$ cat src/rtl/cnn_buf_pkg.sv
// Shared widths and read-sequencer state type for the CNN line buffer.
// The buffer module imports the same width constants.
package cnn_buf_pkg;

  localparam int DATA_W    = 8;
  localparam int ADDR_W    = 4;
  localparam int BUF_DEPTH = 1 << ADDR_W;

  typedef enum logic [2:0] {
    IDLE,
    RD,
    CAP,
    HOLD,
    FIN
  } rd_state_t;

endpackage

$ cat src/rtl/buffer_window_reader_if.sv
// Control, buffer read port and tap stream of the window reader.
// The slave modport is the reader's view; master is the surrounding logic.
interface buffer_window_reader_if;
  import cnn_buf_pkg::*;

  logic                     start;
  logic [ADDR_W-1:0]        base_addr;
  logic [ADDR_W-1:0]        num_windows;
  logic [ADDR_W-1:0]        rdb_addr;
  logic signed [DATA_W-1:0] buf_data;
  logic signed [DATA_W-1:0] win_data;
  logic [ADDR_W-1:0]        win_tap;
  logic                     win_last;
  logic                     win_valid;
  logic                     win_ready;
  logic                     busy;
  logic                     done;

  modport slave (
    input  start, base_addr, num_windows, buf_data, win_ready,
    output rdb_addr, win_data, win_tap, win_last, win_valid, busy, done
  );

  modport master (
    output start, base_addr, num_windows, buf_data, win_ready,
    input  rdb_addr, win_data, win_tap, win_last, win_valid, busy, done
  );

endinterface

$ cat src/rtl/buffer_window_reader_addr_gen.sv
// Window/tap counters for the read sequencer; produces the registered
// buffer read address for the current (window, tap) pair.
module window_addr_gen
  import cnn_buf_pkg::*;
#(
  parameter int KERNEL = 3,
  parameter int STRIDE = 1
) (
  input  logic              clk,
  input  logic              reset,
  input  logic              load,
  input  logic              advance,
  input  logic [ADDR_W-1:0] base,
  input  logic [ADDR_W-1:0] num,
  output logic [ADDR_W-1:0] addr,
  output logic [ADDR_W-1:0] k,
  output logic              last_tap,
  output logic              last_all
);

  localparam logic [ADDR_W-1:0] K_LAST = ADDR_W'(KERNEL - 1);
  localparam logic [ADDR_W-1:0] STEP   = ADDR_W'(STRIDE);

  logic [ADDR_W-1:0] win_start;
  logic [ADDR_W-1:0] w;
  logic [ADDR_W-1:0] num_q;

  // Address arithmetic wraps modulo the buffer depth by truncation.
  always_ff @(posedge clk or posedge reset) begin
    if (reset) begin
      win_start <= '0;
      addr      <= '0;
      k         <= '0;
      w         <= '0;
      num_q     <= '0;
    end else if (load) begin
      win_start <= base;
      addr      <= base;
      k         <= '0;
      w         <= '0;
      num_q     <= num;
    end else if (advance) begin
      if (last_tap) begin
        k         <= '0;
        w         <= w + 1'b1;
        win_start <= win_start + STEP;
        addr      <= win_start + STEP;
      end else begin
        k    <= k + 1'b1;
        addr <= addr + 1'b1;
      end
    end
  end

  assign last_tap = (k == K_LAST);
  assign last_all = last_tap && (w == num_q - 1'b1);

endmodule

$ cat src/rtl/buffer_window_reader.sv
// Read-side sequencer: walks the line buffer through overlapping windows
// and streams each tap downstream over valid/ready.
//
// state | meaning
// IDLE  | waiting for start; base/num captured on accept
// RD    | rdb_addr presented for the current (w,k)
// CAP   | buffer data returned, registered into win_data
// HOLD  | win_valid high, outputs frozen until handshake
// FIN   | done pulse, busy low, back to IDLE
module buffer_window_reader
  import cnn_buf_pkg::*;
#(
  parameter int KERNEL = 3,
  parameter int STRIDE = 1
) (
  input logic                   clk,
  input logic                   reset,
  buffer_window_reader_if.slave bus
);

  rd_state_t                state;
  logic                     load;
  logic                     advance;
  logic [ADDR_W-1:0]        gen_addr;
  logic [ADDR_W-1:0]        gen_k;
  logic                     last_tap;
  logic                     last_all;
  logic signed [DATA_W-1:0] win_data_q;
  logic [ADDR_W-1:0]        win_tap_q;
  logic                     win_last_q;
  logic                     win_valid_q;
  logic                     busy_q;
  logic                     done_q;

  assign load    = (state == IDLE) && bus.start && (bus.num_windows != '0);
  // The final handshake leaves the counters alone so rdb_addr keeps its last value.
  assign advance = (state == HOLD) && bus.win_ready && !last_all;

  window_addr_gen #(
    .KERNEL (KERNEL),
    .STRIDE (STRIDE)
  ) u_addr_gen (
    .clk      (clk),
    .reset    (reset),
    .load     (load),
    .advance  (advance),
    .base     (bus.base_addr),
    .num      (bus.num_windows),
    .addr     (gen_addr),
    .k        (gen_k),
    .last_tap (last_tap),
    .last_all (last_all)
  );

  always_ff @(posedge clk or posedge reset) begin
    if (reset) begin
      state       <= IDLE;
      win_data_q  <= '0;
      win_tap_q   <= '0;
      win_last_q  <= 1'b0;
      win_valid_q <= 1'b0;
      busy_q      <= 1'b0;
      done_q      <= 1'b0;
    end else begin
      done_q <= 1'b0;
      case (state)
        IDLE: begin
          if (bus.start) begin
            if (bus.num_windows == '0) begin
              state  <= FIN;
              done_q <= 1'b1;
            end else begin
              state  <= RD;
              busy_q <= 1'b1;
            end
          end
        end
        RD: state <= CAP;
        CAP: begin
          win_data_q  <= bus.buf_data;
          win_tap_q   <= gen_k;
          win_last_q  <= last_tap;
          win_valid_q <= 1'b1;
          state       <= HOLD;
        end
        HOLD: begin
          if (bus.win_ready) begin
            win_valid_q <= 1'b0;
            if (last_all) begin
              state  <= FIN;
              busy_q <= 1'b0;
              done_q <= 1'b1;
            end else begin
              state <= RD;
            end
          end
        end
        FIN: state <= IDLE;
        default: state <= IDLE;
      endcase
    end
  end

  assign bus.rdb_addr  = gen_addr;
  assign bus.win_data  = win_data_q;
  assign bus.win_tap   = win_tap_q;
  assign bus.win_last  = win_last_q;
  assign bus.win_valid = win_valid_q;
  assign bus.busy      = busy_q;
  assign bus.done      = done_q;

endmodule

$ cat src/flat_wrapper.sv
// flat-port wrapper written by rule: the top's interface ports become plain ports
module buffer_window_reader_flat import cnn_buf_pkg::*;
#(
  parameter int KERNEL = 3,
  parameter int STRIDE = 1
)
  (clk, reset, bus_start, bus_base_addr, bus_num_windows, bus_buf_data, bus_win_ready, bus_rdb_addr, bus_win_data, bus_win_tap, bus_win_last, bus_win_valid, bus_busy, bus_done);
  buffer_window_reader_if bus_i ();
  input logic clk;
  input logic reset;
  input wire logic [$bits(bus_i.start)-1:0] bus_start;
  input wire logic [$bits(bus_i.base_addr)-1:0] bus_base_addr;
  input wire logic [$bits(bus_i.num_windows)-1:0] bus_num_windows;
  input wire logic [$bits(bus_i.buf_data)-1:0] bus_buf_data;
  input wire logic [$bits(bus_i.win_ready)-1:0] bus_win_ready;
  output wire logic [$bits(bus_i.rdb_addr)-1:0] bus_rdb_addr;
  output wire logic [$bits(bus_i.win_data)-1:0] bus_win_data;
  output wire logic [$bits(bus_i.win_tap)-1:0] bus_win_tap;
  output wire logic [$bits(bus_i.win_last)-1:0] bus_win_last;
  output wire logic [$bits(bus_i.win_valid)-1:0] bus_win_valid;
  output wire logic [$bits(bus_i.busy)-1:0] bus_busy;
  output wire logic [$bits(bus_i.done)-1:0] bus_done;
  assign bus_i.start = bus_start;
  assign bus_i.base_addr = bus_base_addr;
  assign bus_i.num_windows = bus_num_windows;
  assign bus_i.buf_data = bus_buf_data;
  assign bus_i.win_ready = bus_win_ready;
  assign bus_rdb_addr = bus_i.rdb_addr;
  assign bus_win_data = bus_i.win_data;
  assign bus_win_tap = bus_i.win_tap;
  assign bus_win_last = bus_i.win_last;
  assign bus_win_valid = bus_i.win_valid;
  assign bus_busy = bus_i.busy;
  assign bus_done = bus_i.done;
  buffer_window_reader #(.KERNEL(KERNEL), .STRIDE(STRIDE)) u_core (.clk(clk), .reset(reset), .bus(bus_i));
endmodule
$ cat config.mk
export PLATFORM = sky130hd
export DESIGN_NAME = buffer_window_reader_flat
export DESIGN_NICKNAME = d
export VERILOG_FILES = /design/src/rtl/cnn_buf_pkg.sv /design/src/rtl/buffer_window_reader_if.sv /design/src/rtl/buffer_window_reader_addr_gen.sv /design/src/rtl/buffer_window_reader.sv /design/src/flat_wrapper.sv
export SDC_FILE = /design/constraint.sdc
export NUM_CORES = 1
export LEC_CHECK = 0
export ABC_AREA = 0
export BUFFER_PORTS_ARGS = -buffer_cell sky130_fd_sc_hd__clkbuf_2
export CAP_MARGIN = 20
export CORE_UTILIZATION = 54
export DETAILED_ROUTE_END_ITERATION = 7
export PLACE_DENSITY = 0.79
export SLEW_MARGIN = 20
export SYNTH_ARGS = -nofsm -noshare
export SYNTH_HDL_FRONTEND = slang
export SYNTH_SLANG_ARGS = --single-unit
$ cat constraint.sdc
create_clock -name clk -period 2.48 [get_ports clk]
set_clock_uncertainty 0.15 [all_clocks]
set_input_delay 0.124 -clock clk [delete_from_list [all_inputs] [get_ports clk]]
set_output_delay 0.124 -clock clk [all_outputs]
set_load 0.005 [all_outputs]
# Word level (Yosys, flattened, before mapping)
# Index checks and enable logic that the tools add are counted.
[word_totals]
output_inout_bits = 20
elab_cells = 72
ff_bits = 39
inputBits = 20
[classes]
eq_ne = 9
n_reduce_logical = 17
n_addsub = 5
n_mux = 29
[ops]
columns = ["cell", "n"]
rows = [
  ["$mux W4", 12],
  ["$add A4 B1 Y4 const B", 4],
  ["$mux W3", 4],
  ["$pmux W3 S4", 1],
  ["$mux W1", 9],
  ["$reduce_bool A2 Y1", 4],
  ["$eq A3 B2 Y1 const B", 2],
  ["$ne A2 B2 Y1 const B", 3],
  ["$pmux W1 S2", 3],
  ["$reduce_and A2 Y1", 3],
  ["$logic_and A1 B1 Y1", 5],
  ["$reduce_and A5 Y1", 1],
  ["$eq A4 B2 Y1 const B", 1],
  ["$eq A4 B4 Y1", 1],
  ["$logic_not A4 Y1", 1],
  ["$reduce_bool A4 Y1", 1],
  ["$sub A4 B1 Y4 const B", 1],
  ["$eq A3 B1 Y1 const B", 1],
  ["$logic_not A3 Y1", 1],
  ["$ne A2 B1 Y1 const B", 1],
  ["$logic_not A1 Y1", 1],
]

# Depth between registers and ports, before layout
[depth]
ltp_word = 7
mapped_depth = 7
mapped_depth_nobuf = 7

# Modules after synthesis
# From an unflattened synthesis, not the netlist that was laid out.
[hier_totals]
hier_cells = 163
area_unflattened_um2 = 1964.4
[modules_own_cells]
columns = ["mod", "n_inst", "area_per_inst_um2", "cells_each"]
rows = [
  ["window_addr_gen", 1, 1128.6, 109],
  ["buffer_window_reader", 1, 835.8, 54],
]

# Worst setup path after synthesis
# No wires, ideal clock.
[synth_timing]
path_type = "reg-to-reg"
from = "register u_core.u_addr_gen.k[0]"
to = "register u_core.u_addr_gen.w[3]"
path_buffers = 0
path_stages_with_launch = 8
t_required_ns = 2.253
arrival_ns = 1.689
slack_ns = 0.564
period_less_slack_ns = 1.916
cell_sequence = "dfrtp_1 inv_1 ha_1 or3b_4 nor2_4 o21ai_2 or3_1 a21oi_1"
[synth_between]
elab_chain_len = 6
word_cells_on_any_way = 7
classes_between = "1 x eq/ne; 6 x reduce/logical"
[synth_lines]
columns = ["item", "line", "rtl"]
rows = [
  ["from (decl)", "buffer_window_reader_addr_gen.sv:16", "output logic [ADDR_W-1:0] k,"],
  ["from (signal assigned)", "buffer_window_reader_addr_gen.sv:49", "k <= k + 1'b1;"],
  ["$eq A4 B2 Y1 *", "buffer_window_reader_addr_gen.sv:55", "assign last_tap = (k == K_LAST);"],
  ["$logic_and A1 B1 Y1", "buffer_window_reader_addr_gen.sv:56", "assign last_all = last_tap && (w == num_q - 1'b1);"],
  ["$logic_not A1 Y1", "buffer_window_reader.sv:37", "assign advance = (state == HOLD) && bus.win_ready && !last_all;"],
  ["$logic_and A1 B1 Y1", "buffer_window_reader.sv:37", ""],
  ["$reduce_bool A2 Y1 (no source line)", "-", ""],
  ["$reduce_and A2 Y1 (no source line) *", "-", ""],
  ["to (signal assigned)", "buffer_window_reader_addr_gen.sv:45", "w <= w + 1'b1;"],
  ["to (decl)", "buffer_window_reader_addr_gen.sv:25", "logic [ADDR_W-1:0] w;"],
]
# Mark *: on every way between the ends. The rest lies on a longest branch, timed or not.
# A chain may end at the register's enable or synchronous reset.

# Final worst setup path
[layout_timing]
from = "register u_core.u_addr_gen.k[0]"
to = "register u_core.u_addr_gen.w[2]"
# Same word-level chain as after synthesis.

==> results.md <==
- First-pass iteration count of the detailed router: 4
- Vias in the first global route: 1429
- Top post-synthesis cells by area: dfrtp_1, mux2_2, ha_1
- Largest net degree at the start of global routing: 40
- Tcrit/Tclk final: a little under nine tenths
- Max Cap Viol: 0
- Post-synthesis mux area share: just over 10%
- Final HPWL DP: 2834 µm
- Leak: 0.001132 µW
- Worst EP arrival: 2.25 ns
- Synth cell types: 38
- Reg-to-Reg End: u_core.u_addr_gen.w[2]
- Critical Path End Type: register
- Worst-path clk slew: 0.11 ns
- Status: completed
- PwrDens: 1090 mW/mm²
- Max rail drop VDD: just under 0.6 mV
- Sink Count: 39
- Final nets: between 200 and 300
- Endpoints failing setup: 0
- Crit Path Category: reg2reg
- Iteration-0 DRC Markers: 78
- Clock latency on the worst-skew pair: approximately 0.35 ns
- Seq pwr share: 43.9%
- Most used flip-flop cell after synthesis: dfrtp_1
- Cell area after synthesis: around 0.0019 mm²
- Power share of the clock group: between 10% and 20%
- Internal power: 1637 µW
- Proportion of layout cells with a drive suffix above 1: between 30% and 40%
- Rows: 21
- RePlAce Congestion: 0.8182
- Fmax: 0.4684 GHz
- Final hold viol count: 0
- RSZ-0062 raised after global routing: false
- DR vias: roughly 1500
- Worst Path Required: between 2 and 3 ns
- Sequential fraction of the synthesis area: 50.52%
- Area grow syn2layout: 25.65%
- Synth Area in Simple Gates: around 15%
- Total CTS buffers: 5
- Starting density of the core: 57.00%
- Largest family of logic cells by synthesized area: simple AND/OR/NAND/NOR gates
- CTS H-tree depth: 2
- Mean Syn Cell Area: between 10 and 15 µm²
- Top cell type's share of synthesized area: 50.52%
- Max_slew headroom: between 50% and 60%
- Pins Over Slew Limit: 0
- Synth warnings: 0
- TritonCTS clock tree: built
- Yosys top cell by area: dfrtp_1
- Clk Tree Root Cell: clkbuf_4
- Worst hold slack: roughly 0.26 ns
- Setup crit start kind: register
- Mapped Cells: between 150 and 200
- FF-to-FF Start: u_core.u_addr_gen.k[0]
- First-pass GRT wire length: between 6000 and 7000 µm
- Antenna violations before repair: 0
- Worst R2R Path Depth: 7
- IO buf count: 39
- Sw Share: a little under two fifths
- Post-synth EDFFs: 0
- Routed wire length: 4098 µm
- Cell with the most instances after synthesis: dfrtp_1
- Drt wl/cell: about 15 µm
- Most instantiated cells after synthesis: dfrtp_1, nand2_1, o21ai_0
- Share of synthesized flip-flops with an asynchronous set or reset: 100.0%
- Min Tclk post-route: ~2.1 ns
- Synth Register Bits: 39
- Mapped Nets: around 200
- Drt drc: 0
- Ant diodes: 0
- Die area: roughly 0.0038 mm²
- Die X: 61.81 µm
- Worst R2R Setup Slack: roughly 0.35 ns
- Worst Hold Class: in2async
- Antenna viol nets, final: 0
- IO Count: 40
- Total negative slack: 0 ns
- Clock buffer depth: 2
- XOR/XNOR share of the synthesized area: 6.541%
- P_sw: 1008 µW
- Die Y: between 60 and 70 µm
- Critical path fanouts, max: 10
- Worst slew pin tran: roughly 0.6 ns
- Compound-Gate Fraction of Synth Area: between 10% and 20%
- Gr usage total: 23.50%
- Post-DR vias/cell: 5.401
- Share of power burned in combinational logic: 44.5%
- Post-Synth Adder-Cell Area: just under 4%
- Core Region: around 0.0034 mm²
- Postcts setup bufs: 0
- Grt total ovfl: 0
==> flip-flops by register name, summed over array words and instances (netlist names) <==
signal / cells
u_core.bus.win_data: 8
u_core.bus.win_tap: 4
u_core.u_addr_gen.addr: 4
u_core.u_addr_gen.k: 4
u_core.u_addr_gen.num_q: 4
u_core.u_addr_gen.w: 4
u_core.u_addr_gen.win_start: 4
u_core.state: 3
u_core.bus.busy: 1
u_core.bus.done: 1
u_core.bus.win_last: 1
u_core.bus.win_valid: 1
==> layer usage <==
metal | share of wire, % | global-route usage [%] | vias to the layer above
met1 | 42 | 27.77 | 751
li1 | - | - | 736
met4 | 2.4 | 10.16 | 0
met3 | 2.7 | 6.004 | 10
met2 | 52 | 40.55 | 26
met5 | 0 | 0 | -
==> cell type report <==
| cell class | instances | area [µm²] |
|---|---|---|
| Clock buffer | 7 | 45.04 |
| Clock inverter | 1 | 5.005 |
| Fill cell | 245 | 962.2 |
| Inverter | 8 | 30.03 |
| Multi-Input combinational cell | 119 | 898.4 |
| Sequential cell | 39 | 975.9 |
| Tap cell | 46 | 57.56 |
| Timing Repair Buffer | 62 | 415.4 |
==> power by group through the flow <==
stage / clock (µW) / combinational [µW] / sequential (µW)
final: 306 / 1180 / 1160
after CTS: 316 / 1180 / 1160
after detailed placement: 0 / 1160 / 1170
after floorplan: 0 / 825 / 1130
after global routing: 340 / 1310 / 1200
after global placement: 0 / 1110 / 1140
==> stage by stage <==
stage / setup WS [ns] / utilization, % / power, µW / cells / cell area (µm²)
floorplan: 0.5638 / - / 1958 / 171 / 1932
global placement: 0.4968 / 64.53 / 2253 / 255 / 2187
detailed placement: 0.3712 / 64.53 / 2330 / 255 / 2187
CTS: 0.3551 / 71.61 / 2656 / 282 / 2427
global route: 0.2260 / 71.61 / 2856 / 282 / 2427
finish: 0.3451 / 71.61 / 2645 / 282 / 2427
==> layout by cell type (no fill, tap or decap), drive strengths merged, types with 2 or more instances in the layout <==
cell type / count
clkbuf: 46
dfrtp: 39
dlygate4sd3: 19
nand2: 15
o21ai: 15
mux2: 13
a21oi: 10
inv: 8
nand3: 8
xor2: 7
ha: 6
nor3: 6
mux2i: 5
nor2: 5
or3: 4
buf: 4
xnor2: 4
o211ai: 3
and3: 2
a21o: 2
nor2b: 2
==> repair_timing <==
action / in CTS / in global routing
gates resized for setup: 0 / 0
hold buffers: 19 / 0
endpoints found under the hold margin: 63 / 0
==> critical path: stages (launching register included) <==
cell and delay, ns:
dfrtp_1 0.46, inv_1 0.08, ha_1 0.15, or3b_4 0.42
nor2_4 0.14, o21ai_2 0.14, or3_1 0.34, a21oi_1 0.16
==> logic make-up after synthesis <==
family	after synthesis
and+or+nand+nor	48
DFF	39
AOI/OAI and AO/OA	35
muxes	18
buffers and inverters	13
xor gates and xnor gates	12
adders and majority gates	6
==> worst max-delay path by stage <==
| stage | startpoint | endpoint | slack, ns | cells after the start |
|---|---|---|---|---|
| 6_report | u_core.u_addr_gen.k[0] | u_core.u_addr_gen.w[2] | 0.35 | 7 |
| 3_3_place_gp | u_core.u_addr_gen.k[0] | u_core.u_addr_gen.w[3] | 0.50 | 7 |
| 5_1_grt | u_core.u_addr_gen.k[0] | u_core.u_addr_gen.w[2] | 0.23 | 7 |
| 2_1_floorplan | u_core.u_addr_gen.k[0] | u_core.u_addr_gen.w[3] | 0.56 | 7 |
| 3_5_place_dp | u_core.u_addr_gen.num_q[0] | u_core.u_addr_gen.win_start[1] | 0.37 | 7 |
| 4_1_cts | u_core.u_addr_gen.num_q[0] | u_core.u_addr_gen.win_start[1] | 0.36 | 7 |
Note: power is estimated with default switching activity, not from simulation.
